<file path="src/rtl/reg_dump_reader_pkg.sv">
// Shared constants and state encoding for the register-dump reader.
package reg_dump_reader_pkg;

    localparam int BYTE_WIDTH         = 8;
    localparam int DEFAULT_DATA_WIDTH = 32;
    localparam int BYTES_PER_WORD     = DEFAULT_DATA_WIDTH / BYTE_WIDTH;

    typedef enum logic [2:0] {
        ST_IDLE = 3'd0,
        ST_REQ  = 3'd1,
        ST_WAIT = 3'd2,
        ST_SEND = 3'd3,
        ST_DONE = 3'd4
    } state_t;

    // Number of stream bytes carried by one register word.
    function automatic int bytes_per_word(input int data_width);
        return data_width / BYTE_WIDTH;
    endfunction

endpackage

</file>
<file path="src/rtl/reg_dump_reader_if.sv">
// Register-file read port plus byte stream toward the debug UART transmitter.
// Signal names are written from the reader's point of view.
import reg_dump_reader_pkg::*;

interface reg_dump_reader_if #(
    parameter int DATA_WIDTH  = 32,
    parameter int P_REG_WIDTH = 5
);
    logic [P_REG_WIDTH-1:0] o_reg_addr;
    logic                   o_reg_read;
    logic [DATA_WIDTH-1:0]  i_reg_data;
    logic [BYTE_WIDTH-1:0]  o_byte;
    logic                   o_byte_valid;
    logic                   i_byte_ready;

    // The reader drives addresses and stream data.
    modport master (
        output o_reg_addr, o_reg_read, o_byte, o_byte_valid,
        input  i_reg_data, i_byte_ready
    );

    // Register file and UART side.
    modport slave (
        input  o_reg_addr, o_reg_read, o_byte, o_byte_valid,
        output i_reg_data, i_byte_ready
    );
endinterface

</file>
<file path="src/rtl/reg_dump_reader_word_byte_serializer.sv">
// Splits one loaded word into bytes, least significant byte first, over a
// valid/ready stream. o_last marks the transfer of the final byte.
import reg_dump_reader_pkg::*;

module word_byte_serializer #(
    parameter int DATA_WIDTH = 32
) (
    input  logic                  i_clk,
    input  logic                  i_reset,
    input  logic                  i_load,
    input  logic                  i_clear,
    input  logic [DATA_WIDTH-1:0] i_word,
    input  logic                  i_ready,
    output logic [BYTE_WIDTH-1:0] o_byte,
    output logic                  o_valid,
    output logic                  o_last
);
    localparam int BPW   = bytes_per_word(DATA_WIDTH);
    localparam int CNT_W = (BPW > 1) ? $clog2(BPW) : 1;

    logic [DATA_WIDTH-1:0] r_shift;
    logic [CNT_W-1:0]      r_count;
    logic                  r_valid;
    logic                  w_xfer;

    assign w_xfer  = r_valid && i_ready;
    assign o_last  = w_xfer && (r_count == CNT_W'(BPW - 1));
    assign o_valid = r_valid;
    assign o_byte  = r_valid ? r_shift[BYTE_WIDTH-1:0] : '0;

    // Load a word, then shift out one byte per accepted transfer.
    // NOTE: the shift register is reset too, because o_byte must read zero
    // during reset; everything here is state, so only <= is used.
    always_ff @(posedge i_clk or posedge i_reset) begin
        if (i_reset) begin
            r_shift <= '0;
            r_count <= '0;
            r_valid <= 1'b0;
        end else if (i_clear) begin
            r_shift <= '0;
            r_count <= '0;
            r_valid <= 1'b0;
        end else if (i_load) begin
            r_shift <= i_word;
            r_count <= '0;
            r_valid <= 1'b1;
        end else if (w_xfer) begin
            r_shift <= r_shift >> BYTE_WIDTH;
            if (o_last) begin
                r_count <= '0;
                r_valid <= 1'b0;
            end else begin
                r_count <= r_count + CNT_W'(1);
            end
        end
    end

endmodule

</file>
<file path="src/rtl/reg_dump_reader.sv">
// Walks register addresses 0..NUM_REGS-1 through the register file read port
// and streams every word out as bytes toward the debug UART.
import reg_dump_reader_pkg::*;

module reg_dump_reader #(
    parameter int DATA_WIDTH   = 32,
    parameter int P_REG_WIDTH  = 5,
    parameter int NUM_REGS     = 32,
    parameter int READ_LATENCY = 1
) (
    input  logic              i_clk,
    input  logic              i_reset,
    input  logic              i_start,
    input  logic              i_abort,
    output logic              o_busy,
    output logic              o_done,
    reg_dump_reader_if.master bus
);
    localparam int                   LAT_W      = $clog2(READ_LATENCY + 1);
    localparam [P_REG_WIDTH-1:0]     LAST_INDEX = P_REG_WIDTH'(NUM_REGS - 1);

    state_t                 r_state;
    state_t                 w_next;
    logic [P_REG_WIDTH-1:0] r_index;
    logic [LAT_W-1:0]       r_lat;
    logic                   w_abort;
    logic                   w_load;
    logic                   w_last;

    // Abort only means something while a dump is in progress.
    assign w_abort = i_abort && (r_state != ST_IDLE);
    // Capture on the edge that ends the final WAIT cycle.
    assign w_load  = (r_state == ST_WAIT) && (r_lat == LAT_W'(1)) && !i_abort;

    assign o_busy          = (r_state != ST_IDLE);
    assign o_done          = (r_state == ST_DONE);
    assign bus.o_reg_read  = (r_state == ST_REQ);
    assign bus.o_reg_addr  = r_index;

    word_byte_serializer #(
        .DATA_WIDTH (DATA_WIDTH)
    ) u_ser (
        .i_clk   (i_clk),
        .i_reset (i_reset),
        .i_load  (w_load),
        .i_clear (w_abort),
        .i_word  (bus.i_reg_data),
        .i_ready (bus.i_byte_ready),
        .o_byte  (bus.o_byte),
        .o_valid (bus.o_byte_valid),
        .o_last  (w_last)
    );

    // State register.
    always_ff @(posedge i_clk or posedge i_reset) begin
        if (i_reset) begin
            r_state <= ST_IDLE;
        end else begin
            r_state <= w_next;
        end
    end

    // Next-state decode; abort overrides every other transition.
    // NOTE: w_next gets its default first so no path leaves it unassigned
    // and no latch is inferred.
    always_comb begin
        w_next = r_state;
        unique case (r_state)
            ST_IDLE: if (i_start) w_next = ST_REQ;
            ST_REQ:  w_next = ST_WAIT;
            ST_WAIT: if (r_lat == LAT_W'(1)) w_next = ST_SEND;
            ST_SEND: if (w_last) w_next = (r_index == LAST_INDEX) ? ST_DONE : ST_REQ;
            ST_DONE: w_next = ST_IDLE;
            default: w_next = ST_IDLE;
        endcase
        if (w_abort) begin
            w_next = ST_IDLE;
        end
    end

    // Register index and read-latency counter.
    always_ff @(posedge i_clk or posedge i_reset) begin
        if (i_reset) begin
            r_index <= '0;
            r_lat   <= '0;
        end else if (w_abort) begin
            r_index <= '0;
            r_lat   <= '0;
        end else begin
            unique case (r_state)
                ST_IDLE: begin
                    r_index <= '0;
                    r_lat   <= '0;
                end
                ST_REQ:  r_lat <= LAT_W'(READ_LATENCY);
                ST_WAIT: r_lat <= r_lat - LAT_W'(1);
                ST_SEND: begin
                    if (w_last && (r_index != LAST_INDEX)) begin
                        r_index <= r_index + P_REG_WIDTH'(1);
                    end
                end
                ST_DONE: r_index <= '0;
                default: begin
                    r_index <= '0;
                    r_lat   <= '0;
                end
            endcase
        end
    end

endmodule

</file>
<file path="src/flat_wrapper.sv">
// flat-port wrapper written by rule: the top's interface ports become plain ports
module reg_dump_reader_flat 
#(
    parameter int DATA_WIDTH   = 32,
    parameter int P_REG_WIDTH  = 5,
    parameter int NUM_REGS     = 32,
    parameter int READ_LATENCY = 1
)
  (i_clk, i_reset, i_start, i_abort, o_busy, o_done, bus_o_reg_addr, bus_o_reg_read, bus_o_byte, bus_o_byte_valid, bus_i_reg_data, bus_i_byte_ready);
  reg_dump_reader_if #(.DATA_WIDTH(DATA_WIDTH), .P_REG_WIDTH(P_REG_WIDTH)) bus_i ();
  input  logic i_clk;
  input  logic i_reset;
  input  logic i_start;
  input  logic i_abort;
  output logic o_busy;
  output logic o_done;
  output wire logic [$bits(bus_i.o_reg_addr)-1:0] bus_o_reg_addr;
  output wire logic [$bits(bus_i.o_reg_read)-1:0] bus_o_reg_read;
  output wire logic [$bits(bus_i.o_byte)-1:0] bus_o_byte;
  output wire logic [$bits(bus_i.o_byte_valid)-1:0] bus_o_byte_valid;
  input wire logic [$bits(bus_i.i_reg_data)-1:0] bus_i_reg_data;
  input wire logic [$bits(bus_i.i_byte_ready)-1:0] bus_i_byte_ready;
  assign bus_o_reg_addr = bus_i.o_reg_addr;
  assign bus_o_reg_read = bus_i.o_reg_read;
  assign bus_o_byte = bus_i.o_byte;
  assign bus_o_byte_valid = bus_i.o_byte_valid;
  assign bus_i.i_reg_data = bus_i_reg_data;
  assign bus_i.i_byte_ready = bus_i_byte_ready;
  reg_dump_reader #(.DATA_WIDTH(DATA_WIDTH), .P_REG_WIDTH(P_REG_WIDTH), .NUM_REGS(NUM_REGS), .READ_LATENCY(READ_LATENCY)) u_core (.i_clk(i_clk), .i_reset(i_reset), .i_start(i_start), .i_abort(i_abort), .o_busy(o_busy), .o_done(o_done), .bus(bus_i));
endmodule
</file>
<file path="config.mk">
export PLATFORM = sky130hd
export DESIGN_NAME = reg_dump_reader_flat
export DESIGN_NICKNAME = d
export VERILOG_FILES = /design/src/rtl/reg_dump_reader_pkg.sv /design/src/rtl/reg_dump_reader_if.sv /design/src/rtl/reg_dump_reader_word_byte_serializer.sv /design/src/rtl/reg_dump_reader.sv /design/src/flat_wrapper.sv
export SDC_FILE = /design/constraint.sdc
export NUM_CORES = 1
export LEC_CHECK = 0
export ABC_AREA = 1
export CAP_MARGIN = 20
export CORE_MARGIN = 5
export CORE_UTILIZATION = 45
export CTS_BUF_LIST = sky130_fd_sc_hd__clkbuf_8
export DETAILED_ROUTE_END_ITERATION = 12
export PLACE_DENSITY_LB_ADDON = 0.15
export SLEW_MARGIN = 20
export SYNTH_ARGS = -nofsm -noshare
export SYNTH_HDL_FRONTEND = slang
export SYNTH_HIERARCHICAL = 1
export SYNTH_SLANG_ARGS = --single-unit
</file>
<file path="constraint.sdc">
create_clock -name i_clk -period 5.38 [get_ports i_clk]
set_clock_uncertainty 0.2 [all_clocks]
set_input_delay 1.076 -clock i_clk [delete_from_list [all_inputs] [get_ports i_clk]]
set_output_delay 1.076 -clock i_clk [all_outputs]
set_load 0.01 [all_outputs]
</file>
=== Word level (Yosys, flattened, before mapping) ===
Index checks and enable logic that the tools add are counted.

* Add/sub/neg operators: 3
* Eq/ne operators: 13
* Mux-type cells: 23
* Reductions and logical operators: 16

{| class="wikitable"
|+ Operator list
! operator !! count
|-
| two-way mux 32 bit || 3
|-
| two-way mux 3 bit || 5
|-
| case mux 3 bit (4 select lines) || 1
|-
| two-way mux 5 bit || 2
|-
| case mux 5 bit (2 select lines) || 1
|-
| inequality test 3 x 2 -> 1 bit (second input constant) || 3
|-
| nonzero test 3 bit || 3
|-
| two-way mux 2 bit || 4
|-
| two-way mux 8 bit || 1
|-
| == test 3 x 2 -> 1 bit (second input constant) || 2
|-
| logical AND 1 bit || 6
|-
| adder 5 x 1 -> 5 bit (second input constant) || 1
|-
| == test 5 bit (second input constant) || 1
|-
| two-way mux 1 bit || 5
|-
| inequality test 5 bit (second input constant) || 1
|-
| inequality test 2 x 1 -> 1 bit (second input constant) || 2
|-
| AND reduction 2 bit || 2
|-
| OR reduction 2 bit || 2
|-
| == test 3 x 1 -> 1 bit (second input constant) || 1
|-
| == test 3 bit (second input constant) || 1
|-
| zero test 3 bit || 1
|-
| inequality test 3 bit (second input constant) || 1
|-
| case mux 1 bit (3 select lines) || 1
|-
| AND reduction 3 bit || 1
|-
| other kinds (4) || 4
|}

* Bits in registers: 44
* Input port bits: 37
* Output and inout bits: 17
* Word-level logic and storage cells: 61

=== Depth between registers and ports, before layout ===
* Depth after elaboration: 6
* Mapped depth: 11
* Mapped depth without buffers: 11

=== By module ===
Netlist, hierarchy kept.

{| class="wikitable"
|+ By module, submodules not included
! module !! instances !! cells each !! area each (um^2)
|-
| word_byte_serializer || 1 || 254 || 1801.7
|-
| reg_dump_reader || 1 || 85 || 643.1
|}

=== Worst setup path before layout ===
OpenSTA, ideal clock, no wires.

* Kind: input to register
* From: input port i_abort
* To: register u_core.u_ser.r_shift[10]
* Data arrival time: 1.863 ns
* Data required time: 5.062 ns
* Setup slack: 3.199 ns
* Cell stages on the path: 8
* Buffers on the path: 2
* Path through: nor3b_1 -> buf_2 -> inv_2 -> buf_4 -> nand2_1 -> nand2_1 -> nand3_1 -> nand2_1

* Word-level cells in the longest chain between the ends: 4
* Elaborated cells on any way between the ends: 6

{| class="wikitable"
|+ RTL lines
! what !! line !! text
|-
| start, declared || flat_wrapper.sv:14 || <nowiki>input logic i_abort;</nowiki>
|-
| zero test 1 bit || reg_dump_reader.sv:33 || <nowiki>assign w_load = (r_state == ST_WAIT) && (r_lat == LAT_W'(1)) && !i_abort;</nowiki>
|-
| logical AND 1 bit || reg_dump_reader.sv:33 ||
|-
| two-way mux 32 bit || reg_dump_reader_word_byte_serializer.sv:43 || <nowiki>end else if (i_load) begin</nowiki>
|-
| two-way mux 32 bit || reg_dump_reader_word_byte_serializer.sv:39 || <nowiki>end else if (i_clear) begin</nowiki>
|-
| end signal, assigned || reg_dump_reader_word_byte_serializer.sv:44 || <nowiki>r_shift <= i_word;</nowiki>
|-
| end signal, assigned || reg_dump_reader_word_byte_serializer.sv:48 || <nowiki>r_shift <= r_shift >> BYTE_WIDTH;</nowiki>
|-
| end, declared || reg_dump_reader_word_byte_serializer.sv:21 || <nowiki>logic [DATA_WIDTH-1:0] r_shift;</nowiki>
|}

Several ways; a longest one is shown, not always the timed one.
A chain may end at the register's enable or synchronous reset.

=== Final worst setup path ===
* From: input port i_abort
* To: register u_core.u_ser.r_shift[24]

* Word-level cells in the longest chain between the ends: 4
* Elaborated cells on any way between the ends: 6

{| class="wikitable"
|+ RTL lines
! what !! line !! text
|-
| zero test 1 bit * || reg_dump_reader.sv:33 ||
|-
| logical AND 1 bit * || reg_dump_reader.sv:33 ||
|-
| via u_core.w_load || reg_dump_reader.sv:27 || <nowiki>logic w_load;</nowiki>
|-
| two-way mux 32 bit || reg_dump_reader_word_byte_serializer.sv:43 ||
|-
| two-way mux 32 bit || reg_dump_reader_word_byte_serializer.sv:39 ||
|}

Mark *: on every way through the listed nets, which the timed path passes. The rest lies on a longest branch.

==> impl_metrics.env <==
export IMPL_drt_first_iter_violations=126
export IMPL_period_share_pct=61.7
export IMPL_r2r_slack_ns=2.75
export IMPL_netlist_cell_type_count=29
export IMPL_fin_crit_ns=3.32
export IMPL_crit_required_ns=5.42
export IMPL_portBuffers=53
export IMPL_insertion_delay_ns=0.30
export IMPL_grtUsageTotal_pct=16.4
export IMPL_finalNonFillerCells=459
export IMPL_yosysSeqAreaShare_pct=45.0
export IMPL_yosysTopAreaCell="dfrtp_1"
export IMPL_antenna_left=0
export IMPL_final_common_cell="nand2_1"
export IMPL_syn_nets=379
export IMPL_wl_mm=5.50
export IMPL_core_area_um2=5200
export IMPL_synth_cells=339
export IMPL_grt_overflow=0
export IMPL_drtPass1Iterations=4
export IMPL_fillers=515
export IMPL_cts_setup_buffers=0
export IMPL_vias=2164
export IMPL_grt_start_max_net_pins=36
export IMPL_cts_buffer_depth=2
export IMPL_num_io_pins=54
export IMPL_syn_area_per_cell_um2=7.21
export IMPL_fmax_mhz=301
export IMPL_tightest_slew_ns=0.729
export IMPL_drive_gt1_share_pct=8.48
export IMPL_routedWlPerCell_um=12.0
export IMPL_finalSetupViolCount=0
export IMPL_hold_path_class="reg -> reg"
export IMPL_clock_sinks=44
export IMPL_area_delta_synth_final_pct=26.4
export IMPL_cp_arrival_ns=3.36
export IMPL_avgViaCountPerCell=4.71
export IMPL_hold_ws_ns=0.277
export IMPL_final_nets=428
export IMPL_finalHoldViolCount=0
export IMPL_crit_path_end_kind="flop"
export IMPL_power_leakage_nw=1.76
export IMPL_status="finished, final reports clean"
export IMPL_antenna_found_initial=0
export IMPL_grt_pass1_wl_mm=9.56
export IMPL_rsz0062_at_grt="no"
export IMPL_power_density_nw_per_um2=351
export IMPL_die_x_um=83.7
export IMPL_critPathMaxFanout=25
export IMPL_hold_buffers=0
export IMPL_place_congestion=0.777
export IMPL_clockRootBuffer="clkbuf_8"
export IMPL_cts_made_buffers=5
export IMPL_ctsResizeCount=0
export IMPL_max_cap_viol_count=0
export IMPL_crit_type="in -> reg"
export IMPL_layout_area_seq_um2=1100
export IMPL_slew_viol_final=0
export IMPL_p_total_mw=1.08
export IMPL_final_cell_mix="nand2_1 (176), clkdlybuf4s50_1 (53), dfrtp_1 (44), nand3_1 (38), inv_1 (27)"
export IMPL_placed_cells=451
export IMPL_drc=0
export IMPL_yosysWarnings=6
export IMPL_slew_headroom_pct=51.4
export IMPL_initial_utilization_pct=47.0
export IMPL_num_antenna_cells=0
export IMPL_startpoint_type="input port"
export IMPL_synth_area_um2=2440
export IMPL_grt_pass1_vias=2088
export IMPL_fp_dieH_um=83.7
export IMPL_ir_worst_vdd_v=0.000249
export IMPL_htreeDepth=2
export IMPL_ys_ff_latch=44
export IMPL_num_rows=26
export IMPL_synth_top_area_share_pct=45.0
export IMPL_synthTopCellsByArea="dfrtp_1 (45%), nand2_1 (27%), nand3_1 (7.8%)"
export IMPL_dp_hpwl_mm=3.85
export IMPL_multiInputGateArea_um2=1150
export IMPL_cts_tree="yes"
export IMPL_die_area_um2=7010
export IMPL_cts_clk_slew_worst_paths_ns=0.08
export IMPL_fin_setup_tns_ns=0
-- cells by family (layout without fill, tap and decap cells) --
| kind of cell | after synthesis | after routing | synth area share (%) |
|---|---|---|---|
| buffers and inverters | 42 | 92 | 8.19 |
| AND/OR/NAND/NOR | 245 | 245 | 44.0 |
| flip-flops | 44 | 44 | 45.0 |
| AO/OA/AOI/OAI | 5 | 5 | 1.28 |
| adder cells (fa/ha/maj) | 3 | 3 | 1.54 |
-- report_power, final --
part           switching (mW)  total (mW)  internal [mW]
registers              0.0587       0.454          0.396
clock network           0.111       0.212          0.101
logic                   0.267       0.417          0.150
-- flip-flops by register name, indices dropped and copies added, names as in the netlist --
| name | cells |
|---|---|
| u_core/bus.o_reg_addr | 5 |
| u_core/r_lat | 1 |
| u_core/r_state | 3 |
| u_core/u_ser/o_valid | 1 |
| u_core/u_ser/r_count | 2 |
| u_core/u_ser/r_shift | 32 |
-- synthesized netlist by cell type, drive strengths merged --
library cell,count
nand2,185
dfrtp,44
nand3,41
inv,29
nor2,15
buf,12
ha,3
o21ai,3
nor3,2
a21oi,1
clkbuf,1
nand3b,1
nor3b,1
o21a,1
-- per-layer routing --
| layer | global-route usage (%) | up-vias | wire (um) |
|---|---|---|---|
| li1 | - | 1131 | - |
| met1 | 21.8 | 984 | 2590 |
| met2 | 26.5 | 43 | 2580 |
| met3 | 4.24 | 6 | 261 |
| met4 | 4.82 | 0 | 66 |
| met5 | 0 | - | 0 |
-- stage by stage --
stage,area (um2),util [%],setup WS (ns)
floorplan,2440,-,3.20
finish,3090,59.4,2.06
global placement,2990,57.5,1.54
detailed placement,2990,57.5,1.42
CTS,3080,59.3,1.73
global route,3090,59.4,1.84
-- cell type report --
class | count | area share, %
Clock inverter | 2 | 0.243
Sequential cell | 44 | 35.6
Timing Repair Buffer | 55 | 17.7
Multi-Input combinational cell | 253 | 37.4
Clock buffer | 6 | 2.67
Tap cell | 70 | 2.83
Inverter | 29 | 3.60
-- critical path: stages --
cell and delay (ns):
clkdlybuf4s50_1 0.62, nor3b_4 0.71, inv_2 0.37, nor2_2 0.40, nand2_1 0.10, nand2_1 0.08
-- worst paths after layout --
kind / end / cells past startpoint / start
worst max-delay path: u_core/u_ser/r_shift[24]$_DFFE_PP0P_ / 6 / i_abort
min in group asynchronous: u_core/bus.o_reg_addr[1]$_DFFE_PP0P_ / 2 / i_reset
worst max register to register: u_core/u_ser/r_shift[24]$_DFFE_PP0P_ / 7 / u_core/r_state[0]$_DFFE_PP0P_
worst min-delay path: u_core/u_ser/r_shift[29]$_DFFE_PP0P_ / 2 / u_core/u_ser/r_shift[29]$_DFFE_PP0P_
max in group asynchronous: u_core/u_ser/r_shift[14]$_DFFE_PP0P_ / 3 / i_reset
worst min register to register: u_core/u_ser/r_shift[29]$_DFFE_PP0P_ / 2 / u_core/u_ser/r_shift[29]$_DFFE_PP0P_
Note: power is estimated with default switching activity, not from simulation.
==> variant, RTL diff (same flow settings) <==
Re-encode `state_t` (5 states) as one-hot, 5 bits wide.
--- a/src/rtl/reg_dump_reader_pkg.sv
+++ b/src/rtl/reg_dump_reader_pkg.sv
@@ -5,12 +5,12 @@
     localparam int DEFAULT_DATA_WIDTH = 32;
     localparam int BYTES_PER_WORD     = DEFAULT_DATA_WIDTH / BYTE_WIDTH;
 
-    typedef enum logic [2:0] {
-        ST_IDLE = 3'd0,
-        ST_REQ  = 3'd1,
-        ST_WAIT = 3'd2,
-        ST_SEND = 3'd3,
-        ST_DONE = 3'd4
+    typedef enum logic [4:0] {
+        ST_IDLE = 5'b00001,
+        ST_REQ  = 5'b00010,
+        ST_WAIT = 5'b00100,
+        ST_SEND = 5'b01000,
+        ST_DONE = 5'b10000
     } state_t;
 
     // Number of stream bytes carried by one register word.
Function: no difference found for any inputs over 10 cycles, from zero or initial values and one cycle with i_reset high; not proved beyond that.
==> variant against the unedited design <==
Highest routed layer unchanged. Total power fell by 19%. Cell area rose by 4.7%. Critical path type unchanged. First-iteration DRC count rose by 66%. Non-clock buffer count did not move. Count of clock-buffer cells in the layout did not move. Sequential power fell by 16%. Combinational power fell by 33%. Sequential cell count rose by 2. Area after synthesis rose by 6.6%. Setup slack improved by 0.076 ns. Wire length rose by 3.5%.
==> variant: results (changes against the unedited design) <==
* Data arrival time of the critical path at 3.29 ns (-0.07 ns)
* Register-to-register path setup slack at 2.71 ns (-0.04 ns)
* Delay of the slowest cell on the worst path at 0.75 ns (+0.04 ns)
* Proportion of total power due to net switching at 0.3696 (-0.03333)
* Reg2Reg Launch Point: u_core/r_state[4]$_DFFE_PP0P_
* Met2 WL at 2.437 mm (-5.7%)
* Peak supply drop at 0.0001582 V (-36%)
* Number of global-route vias before repair at 2227 (+6.7%)
* HPWL after DPL at 3.965 mm (+2.9%)
* Clk_lat worst skew at 0.30 ns (about the same)
* Number of buffers created by CTS at 5 (unchanged)
* Worst Setup EP: u_core/u_ser/r_shift[30]$_DFFE_PP0P_
* Placement-stage cell area at 3146 um2 (+5.1%)
* GR Layer Usage met2 at 0.2572 (-0.007459)
* Wire length of the first global-routing pass at 10.26 mm (+7.4%)
* Static leakage at 1.800 nW (+2.4%)
* Met1 Routed Length at 2.797 mm (+7.9%)
* Starting DRC count in detailed routing at 209 (+66%)
* Worst hold endpoint: u_core/u_ser/r_shift[28]$_DFFE_PP0P_
* Worst-case hold slack at 0.2736 ns (-0.003527 ns)
* Total GRT Usage at 0.1705 (+0.005970)
* Global routing usage on met3 at 0.04131 (-0.001142)
* Number of standard cells in the layout, taps in and fillers out at 481 (+4.8%)
* Run status: complete, no violations
* Slew @ Worst Pin at 0.8514 ns (+0.1225 ns)
* Shortest clock period the worst path allows after layout at 3.245 ns (-0.07592 ns)
* Synth Net Count at 400 (+5.5%)
* Sum of met3 wire segment lengths after detailed routing at 397 um (+52%)
* Sequential cell area fraction in the yosys report at 0.4424 (-0.007995)
* Crit-path slowest cell: nor3_2
* Worst setup slack before clock tree synthesis at 1.831 ns (+0.4094 ns)
* Ratio of cells with drive above 1 in the final layout at 0.08557 (+0.0007417)
* Library cells used by synthesis at 26 (-10%)
* Detailed Routing Iterations Pass 1 at 4 (unchanged)
* Final net count at 448 (+4.7%)
* Cell count after placement at 473 (+4.9%)
* Last weighted congestion value of the routability-driven placer at 0.8248 (+6.1%)
* Cell internal power dissipation at 0.5513 mW (-15%)
-- variant: cell count changes after synthesis, sizes merged, moves of 2 or more --
| cell | before | now |
|---|---|---|
| o21ai | 3 | 1 |
| nor2 | 15 | 21 |
| a21oi | 1 | 3 |
| nand4 | 0 | 6 |
| nand2 | 185 | 189 |
| inv | 29 | 31 |
-- variant: cell families after synthesis --
family                   share of synthesized area
adder cells (fa/ha/maj)                    0.01441
AO/OA/AOI/OAI                             0.009125
XOR/XNOR                                  0.003363
buffers and inverters                      0.08405
flip-flops                                  0.4424
AND/OR/NAND/NOR                             0.4467
-- variant: final cells by class --
type | count | area [um2]
clock inverter | 2 | 8.758
clock buffer | 6 | 82.58
sequential | 46 | 1152
tap | 72 | 90.09
inverter | 31 | 118.9
fill | 529 | 2337
multi-input combinational | 269 | 1239
timing repair buffer | 55 | 545.5
-- variant: worst max-delay path: cells and delay by family --
family / cells / cell delay (ns)
buffers and inverters: 2 / 0.90
and+or+nand+nor: 4 / 1.31
